===== src/rtl/cmos_capture_ctrl.sv =====
// Camera capture gate: warm-up frame skipping, vsync-framed capture with line/size checks.
// Optional frame/error counters are compiled in with `define CMOS_CAPTURE_STATS_EN.
module cmos_capture_ctrl #(
  parameter int unsigned SKIP_FRAMES = 10,
  parameter int unsigned H_ACT       = 1280,
  parameter int unsigned V_ACT       = 720
) (
  input  logic        pclk,
  input  logic        rst,
  input  logic        start,
  input  logic        single,
  input  logic        stop,
  input  logic        vs_i,
  input  logic        de_i,
  input  logic [7:0]  pdata_i,
  output logic        de_o,
  output logic [7:0]  pdata_o,
  output logic        frame_start,
  output logic        frame_done,
  output logic        busy,
  output logic [11:0] line_cnt,
  output logic        err_size
`ifdef CMOS_CAPTURE_STATS_EN
  ,
  output logic [15:0] frame_cnt,
  output logic [7:0]  err_cnt
`endif
);

  localparam logic [12:0] LINE_BYTES = 13'(2 * H_ACT);
  localparam logic [11:0] V_LINES    = 12'(V_ACT);
  localparam logic [7:0]  SKIP_N     = 8'(SKIP_FRAMES);
  localparam logic        HAS_SKIP   = (SKIP_FRAMES != 0);

  typedef enum logic [1:0] {
    ST_IDLE,
    ST_SKIP,
    ST_WAIT_VS,
    ST_CAPTURE
  } state_t;

  state_t      state_q;
  logic        vs_d_q;
  logic        de_d_q;
  logic        warm_done_q;
  logic        stop_pend_q;
  logic        single_q;
  logic        partial_q;
  logic [7:0]  skip_cnt_q;
  logic [12:0] byte_cnt_q;
  logic [11:0] line_cnt_q;
  logic        de_o_q;
  logic [7:0]  pdata_o_q;
  logic        frame_start_q;
  logic        frame_done_q;
  logic        err_size_q;

  logic        vs_rise;
  logic        de_fall;
  logic        in_capture;
  logic        byte_ok;
  logic        line_fall;
  logic        line_bad;
  logic        frame_full;
  logic        early_vs;
  logic        frame_end;
  logic        err_evt;
  logic        end_to_idle;
  logic [11:0] line_cnt_d;
  logic [7:0]  skip_cnt_d;

  assign vs_rise     = vs_i & ~vs_d_q;
  assign de_fall     = ~de_i & de_d_q;
  assign in_capture  = (state_q == ST_CAPTURE);
  assign byte_ok     = in_capture & de_i & ~partial_q & ~vs_rise;
  assign line_fall   = in_capture & de_fall & ~partial_q;
  assign line_cnt_d  = line_cnt_q + 12'd1;
  assign skip_cnt_d  = skip_cnt_q + 8'd1;
  assign line_bad    = (byte_cnt_q != LINE_BYTES);
  assign frame_full  = line_fall & (line_cnt_d == V_LINES);
  // A vsync that lands together with the closing line edge is treated as a clean frame end.
  assign early_vs    = in_capture & vs_rise & ~frame_full;
  assign frame_end   = frame_full | early_vs;
  assign err_evt     = (line_fall & line_bad) | early_vs;
  assign end_to_idle = single_q | stop_pend_q | stop;

  always_ff @(posedge pclk) begin
    if (rst) begin
      state_q       <= ST_IDLE;
      vs_d_q        <= 1'b0;
      de_d_q        <= 1'b0;
      warm_done_q   <= 1'b0;
      stop_pend_q   <= 1'b0;
      single_q      <= 1'b0;
      partial_q     <= 1'b0;
      skip_cnt_q    <= 8'd0;
      byte_cnt_q    <= 13'd0;
      line_cnt_q    <= 12'd0;
      de_o_q        <= 1'b0;
      pdata_o_q     <= 8'd0;
      frame_start_q <= 1'b0;
      frame_done_q  <= 1'b0;
      err_size_q    <= 1'b0;
    end else begin
      vs_d_q        <= vs_i;
      de_d_q        <= de_i;
      frame_start_q <= 1'b0;
      frame_done_q  <= 1'b0;
      de_o_q        <= byte_ok;

      if (byte_ok) begin
        pdata_o_q <= pdata_i;
        if (byte_cnt_q != 13'h1FFF) begin
          byte_cnt_q <= byte_cnt_q + 13'd1;
        end
      end

      case (state_q)
        ST_IDLE: begin
          stop_pend_q <= 1'b0;
          if (start && !stop) begin
            single_q   <= single;
            err_size_q <= 1'b0;
            if (!warm_done_q && HAS_SKIP) begin
              state_q <= ST_SKIP;
            end else begin
              state_q <= ST_WAIT_VS;
            end
          end
        end

        ST_SKIP: begin
          if (stop) begin
            state_q <= ST_IDLE;
          end else if (vs_rise) begin
            skip_cnt_q <= skip_cnt_d;
            if (skip_cnt_d == SKIP_N) begin
              warm_done_q <= 1'b1;
              state_q     <= ST_WAIT_VS;
            end
          end
        end

        ST_WAIT_VS: begin
          if (stop) begin
            state_q <= ST_IDLE;
          end else if (vs_rise) begin
            state_q       <= ST_CAPTURE;
            frame_start_q <= 1'b1;
            line_cnt_q    <= 12'd0;
            byte_cnt_q    <= 13'd0;
            // Sensor already mid-line at the frame edge: drop that line until de_i drops.
            partial_q     <= de_i;
          end
        end

        ST_CAPTURE: begin
          if (stop) begin
            stop_pend_q <= 1'b1;
          end
          if (de_fall && partial_q) begin
            partial_q <= 1'b0;
          end
          if (line_fall) begin
            line_cnt_q <= line_cnt_d;
            byte_cnt_q <= 13'd0;
          end
          if (err_evt) begin
            err_size_q <= 1'b1;
          end
          if (frame_end) begin
            frame_done_q <= 1'b1;
            state_q      <= end_to_idle ? ST_IDLE : ST_WAIT_VS;
          end
        end

        default: state_q <= ST_IDLE;
      endcase
    end
  end

  assign de_o        = de_o_q;
  assign pdata_o     = pdata_o_q;
  assign frame_start = frame_start_q;
  assign frame_done  = frame_done_q;
  assign busy        = (state_q != ST_IDLE);
  assign line_cnt    = line_cnt_q;
  assign err_size    = err_size_q;

`ifdef CMOS_CAPTURE_STATS_EN
  logic [15:0] frame_cnt_q;
  logic [7:0]  err_cnt_q;

  always_ff @(posedge pclk) begin
    if (rst) begin
      frame_cnt_q <= 16'd0;
      err_cnt_q   <= 8'd0;
    end else begin
      if (frame_end) begin
        frame_cnt_q <= frame_cnt_q + 16'd1;
      end
      if (err_evt && (err_cnt_q != 8'hFF)) begin
        err_cnt_q <= err_cnt_q + 8'd1;
      end
    end
  end

  assign frame_cnt = frame_cnt_q;
  assign err_cnt   = err_cnt_q;
`endif

endmodule


===== config.mk =====
export PLATFORM = sky130hd
export DESIGN_NAME = cmos_capture_ctrl
export DESIGN_NICKNAME = d
export VERILOG_FILES = /design/src/rtl/cmos_capture_ctrl.sv
export SDC_FILE = /design/constraint.sdc
export NUM_CORES = 1
export LEC_CHECK = 0
export CORE_MARGIN = 5
export CORE_UTILIZATION = 45
export CTS_CLUSTER_SIZE = 10
export DETAILED_ROUTE_END_ITERATION = 6
export PLACE_DENSITY = 0.79
export SLEW_MARGIN = 20
export SYNTH_ARGS = -nofsm -noshare
export SYNTH_HDL_FRONTEND = slang
export SYNTH_SLANG_ARGS = --single-unit

===== constraint.sdc =====
create_clock -name pclk -period 2.45 [get_ports pclk]
set_clock_uncertainty 0.05 [all_clocks]
set_input_delay 0.6125 -clock pclk [delete_from_list [all_inputs] [get_ports pclk]]
set_output_delay 0.6125 -clock pclk [all_outputs]
set_load 0.03 [all_outputs]

== Yosys cells after proc, flatten, opt, wreduce, memory -nomap -nowiden ==
Index checks and enable logic that the tools add are counted.

* Output and inout port bits: 25
* Flip-flop bits (word level): 53
* Input port bits: 15

* Equal/unequal tests: 18
* $add $sub $neg: 3
* Bitwise logic cells: 23
* Mux-type cells: 31
* Reduce and logical (&&, ||, !) cells: 17

{| class="wikitable"
|+ Operator list
! kind !! count
|-
| 2-to-1 mux 13 bit || 5
|-
| 2-to-1 mux 12 bit || 3
|-
| case mux 13 bit (2 select lines) || 1
|-
| case mux 12 bit (2 select lines) || 1
|-
| 2-to-1 mux 2 bit || 9
|-
| adder 13 x 1 -> 13 bit (second input constant) || 1
|-
| inequality test 13 x 12 -> 1 bit (second input constant) || 1
|-
| inequality test 13 bit (second input constant) || 1
|-
| adder 12 x 1 -> 12 bit (second input constant) || 1
|-
| == test 12 x 10 -> 1 bit (second input constant) || 1
|-
| AND reduction 4 bit || 3
|-
| bitwise AND 1 bit || 11
|-
| inequality test 3 bit (second input constant) || 3
|-
| adder 8 x 1 -> 8 bit (second input constant) || 1
|-
| == test 8 x 4 -> 1 bit (second input constant) || 1
|-
| 2-to-1 mux 1 bit || 8
|-
| inequality test 2 x 1 -> 1 bit (second input constant) || 4
|-
| inequality test 2 bit (second input constant) || 4
|-
| NOT 1 bit || 8
|-
| case mux 2 bit (4 select lines) || 1
|-
| case mux 1 bit (2 select lines) || 3
|-
| AND reduction 3 bit || 2
|-
| nonzero test 2 bit || 3
|-
| AND reduction 5 bit || 1
|-
| other kinds (9) || 15
|}

== Longest topological paths before layout ==
* Word-level depth: 10
* Gate-level depth with buffers: 7
* Mapped depth without buffers: 7

== Least setup slack after synthesis ==
Ideal clock, no wire load.

* Path type: flip-flop to flip-flop
* Start point: register line_cnt_q[0], in the netlist line_cnt[0]
* End point: register err_size_q, in the netlist err_size
* Data required time: 2.275 ns
* Path slack: 0.135 ns
* Cell stages (with the launch flop): 8
* Clock period less this slack: 2.315 ns
* Buffers on the path: 0
* Data arrival time: 2.140 ns
* Path through: dfxtp_1 -> ha_1 -> nand2_1 -> o31ai_1 -> o2111ai_1 -> nor4_2 -> nor2_1 -> o41a_1

* Longest elaborated chain between the ends: 8

{| class="wikitable"
|+ Ends and longest elaborated chain
! item !! line !! source
|-
| from (decl) || 51 || <nowiki>logic [11:0] line_cnt_q;</nowiki>
|-
| from (signal assigned) || 165 || <nowiki>line_cnt_q <= line_cnt_d;</nowiki>
|-
| adder 12 x 1 -> 12 bit || 77 || <nowiki>assign line_cnt_d = line_cnt_q + 12'd1;</nowiki>
|-
| == test 12 x 10 -> 1 bit || 80 || <nowiki>assign frame_full = line_fall & (line_cnt_d == V_LINES);</nowiki>
|-
| bitwise AND 1 bit || 80 ||
|-
| NOT 1 bit || 82 || <nowiki>assign early_vs = in_capture & vs_rise & ~frame_full;</nowiki>
|-
| bitwise AND 1 bit || 82 ||
|-
| bitwise OR 1 bit || 84 || <nowiki>assign err_evt = (line_fall & line_bad) | early_vs;</nowiki>
|-
| inequality test 2 x 1 -> 1 bit (no line) || - ||
|-
| AND reduction 3 bit (no line) || - ||
|-
| to (signal assigned) || 103 || <nowiki>err_size_q <= 1'b0;</nowiki>
|-
| to (signal assigned) || 123 || <nowiki>err_size_q <= 1'b0;</nowiki>
|-
| to (signal assigned) || 169 || <nowiki>err_size_q <= 1'b1;</nowiki>
|-
| to (decl) || 56 || <nowiki>logic err_size_q;</nowiki>
|}

Every way passes these cells.
A chain may end at the register's enable or synchronous reset.

== Worst setup path in the final report ==
Ends and elaborated chain as after synthesis.

==> Implementation_results.wiki <==
{| class="wikitable"
! Metric !! Value
|-
| Root Buffer || clkbuf_8
|-
| Latest clock arrival within the worst-skew pair || 0.31 ns
|-
| Internal power || 1.33 mW
|-
| Post-detailed-route via-to-cell ratio || 5.55
|-
| Number of placed I/O pins || 40
|-
| Placeable core area || 5850 um^2
|-
| CTS tree || yes
|-
| Routed wire per std cell || 13.6 um
|-
| Clk pwr share || 0.344
|-
| Worst setup path start || line_cnt[0]
|-
| Starting utilization of the core area || 0.456
|-
| Critical path endpoint category || flip-flop
|-
| Initial antenna violation count || 0
|-
| Hold-fix buffer count after cts || 0
|-
| Maximum number of pins on one net before global-route repair || 20
|-
| Antenna Nets Post-Route || 0
|-
| Number of DRC violations after detailed-routing iteration 0 || 85
|-
| Core Rows || 28
|-
| Share of synthesized cell area in and, or, nand and nor gates || 0.290
|-
| Leakage dissipation || 1.17 nW
|-
| Number of warnings printed during yosys synthesis || 0
|-
| Count of filler cells inserted in the layout || 525
|-
| Proportion of synthesized area in mux cells || 0.0113
|-
| Final min period || 2.32 ns
|-
| Sequential element share of the synthesized area || 0.398
|-
| Peak fanout along the critical path || 6
|-
| Count of unique library cells instantiated by Yosys || 51
|-
| Post-synthesis share of cell area spent on xor and xnor gates || 0.0657
|-
| Instance count of the mapped netlist || 330
|-
| Number of nets in the layout || 400
|-
| Number of global-route vias before repair || 2339
|-
| Relative slew slack || 0.691
|-
| TritonCTS buffer count || 5
|-
| Final RePlAce weighted congestion || 0.869
|-
| Number of maximum-capacitance violations || 0
|-
| Origin of the critical flop-to-flop path || line_cnt[0]
|-
| Number of clock sinks seen by CTS || 53
|-
| Run status || complete, no violations
|-
| Endpoints failing setup || 0
|-
| Post-detailed-placement cell area || 3210 um^2
|-
| Count of TritonRoute iterations in the first routing pass || 4
|-
| Peak clock frequency supported by timing || 0.431 GHz
|-
| Synthesized cell area || 2670 um^2
|-
| Final Hold Viols || 0
|-
| Wire length of the first global-routing pass || 10.3 mm
|-
| Measured slew at the worst slew-check pin || 0.463 ns
|-
| Synthesis-to-finish area growth || 25.6%
|-
| Worst hold path class || flip-flop to flip-flop
|-
| Vert. Die Dim || 87.0 um
|-
| Clock slew seen by the registers of the worst setup and hold paths || 0.10 ns
|-
| Fraction of power consumed by sequential logic || 0.512
|-
| Number of diodes || 0
|-
| Crit path DAT || 2.46 ns
|-
| Post-route clock period utilization || 0.946
|-
| Final HPWL from detailed placement || 4.46 mm
|-
| Power per cell area || 536 nW/um^2
|-
| DRC violations left || 0
|-
| Switch Pwr || 470 uW
|-
| Die area || 7570 um^2
|-
| Category of the most critical setup path || flip-flop to flip-flop
|-
| Hold Worst Slack || 0.409 ns
|-
| Flops & latches, synth || 53
|-
| Beginning of the worst hold path || pdata_o[3]
|-
| Adder-cell share of the synthesized area || 0.0281
|-
| GRT Util Overall || 0.166
|-
| Share of final-layout standard cells stronger than drive strength 1 || 0.0868
|-
| Number of nets produced by synthesis || 351
|-
| Via count || 2526
|-
| Commonest register cell after synthesis || dfxtp_1
|-
| Main combinational cell family by area after synthesis || simple AND/OR/NAND/NOR gates
|-
| Routed wire length || 6.17 mm
|-
| Share of async-settable or async-resettable flops after synthesis || 0
|-
| Buffers on Ports || 39
|-
| Largest vdd supply drop || 0.000251 V
|-
| Mean area per synthesized cell || 8.08 um^2
|-
| DIE WIDTH || 87.0 um
|-
| Total number of H-tree levels || 2
|-
| Max-slew violation count || 0
|-
| Net switching fraction of the power || 0.262
|-
| Total non-filler cell area in the finished layout || 3350 um^2
|-
| Number of flops mapped to enable cells by yosys || 0
|-
| Overflow left after global routing || 0
|-
| Share of the synthesized area in compound gates (AO/OA/AOI/OAI) || 0.165
|-
| Proportion of power drawn by combinational gates || 0.144
|-
| Worst Setup Start Kind || flip-flop
|-
| Critical Path RT || 2.59 ns
|-
| Clock Path Buffers || 2
|}
[critical path: stages, from the launching register on]
cell,delay (ns)
dfxtp_1,0.44
ha_1,0.30
nand2_1,0.15
o32a_1,0.33
o32a_2,0.22
nor4_4,0.28
nor2_1,0.07
o41a_1,0.36
[power groups by stage]
stage / logic (mW) / registers [mW] / clock network (mW)
4_1_cts: 0.261 / 0.918 / 0.633
6_report: 0.258 / 0.919 / 0.618
3_5_place_dp: 0.259 / 0.938 / 0
3_3_place_gp: 0.255 / 0.937 / 0
5_1_grt: 0.287 / 0.924 / 0.676
2_1_floorplan: 0.164 / 0.929 / 0
[metrics by stage]
stage / utilization / power [mW] / setup slack (ns) / cells / TNS [ns]
floorplan: - / 1.09 / 0.135 / 330 / 0
global placement: 0.549 / 1.19 / 0.0876 / 446 / 0
detailed placement: 0.549 / 1.20 / 0.0478 / 446 / 0
CTS: 0.568 / 1.81 / 0.0245 / 454 / 0
global route: 0.572 / 1.89 / -0.0325 / 455 / -0.0325
finish: 0.572 / 1.80 / 0.132 / 455 / 0
[registers in the layout, summed over array words and instances (netlist names), 2 cells and up]
register,flops
byte_cnt_q,13
line_cnt,12
pdata_o,8
skip_cnt_q,8
state_q,2
[cells in the final DEF (no fill, tap or decap), types with 3 or more instances in the layout]
cell	n
ha_1	6
inv_1	9
xor2_1	10
nand3_1	14
o21ai_0	10
buf_4	19
mux2i_1	3
nor2_1	48
clkdlybuf4s50_1	38
nand2_1	35
nor2b_1	3
a21oi_1	27
a311oi_1	5
nand3b_1	5
nand4_1	6
clkbuf_8	6
xnor2_1	10
dfxtp_1	53
nor3_1	15
and3_1	4
or3_1	5
a31oi_1	5
a211oi_1	3
nand2b_1	5
[path summary, 6_finish.rpt]
| check | endpoint | slack (ns) | cells past startpoint |
|---|---|---|---|
| worst max register to register | err_size | 0.13 | 7 |
| worst min register to register | pdata_o[3] | 0.41 | 2 |
| worst max-delay path | err_size | 0.13 | 7 |
| worst min-delay path | pdata_o[3] | 0.41 | 2 |
[layout make-up]
cell class                      count  area (um^2)  area share
Multi-Input combinational cell    252         1510       0.451
Sequential cell                    53         1060       0.317
Timing Repair Buffer               58          536       0.160
Tap cell                           75         93.8      0.0280
Clock buffer                        7         86.3      0.0258
Inverter                            9         33.8      0.0101
Clock inverter                      1         30.0     0.00897
[cells by family after synthesis]
logic type      after synthesis
compound gates               68
xor+xnor                     20
fa+ha+maj                     6
buf+inv                      25
flops                        53
mux                           3
simple gates                155
[Yosys cell counts, types with 3 or more instances]
cell type	n	area share
a211oi_1	3	0.0084
a21oi_1	27	0.051
a311oi_1	5	0.016
a31oi_1	5	0.012
and3_1	4	0.0094
clkbuf_1	11	0.015
dfxtp_1	53	0.40
ha_1	6	0.028
inv_1	9	0.013
mux2i_1	3	0.011
nand2_1	35	0.049
nand2b_1	5	0.012
nand3_1	14	0.026
nand3b_1	5	0.014
nand4_1	6	0.014
nor2_1	48	0.068
nor2b_1	3	0.0070
nor3_1	15	0.028
o21ai_0	10	0.019
or3_1	5	0.012
xnor2_1	10	0.033
xor2_1	10	0.033
[routing by layer]
metal  track usage  up-vias  share of wire
met1         0.206     1184           0.43
met2         0.286       67           0.50
met3        0.0378       12          0.054
met5             0        -              0
li1              -     1263              -
met4        0.0482        0          0.018
[repair_timing]
item	in CTS	in global routing
resized for setup	0	3
setup buffers	0	1
endpoints found under the setup margin	0	4
Power figures use the tool's default switching activity.
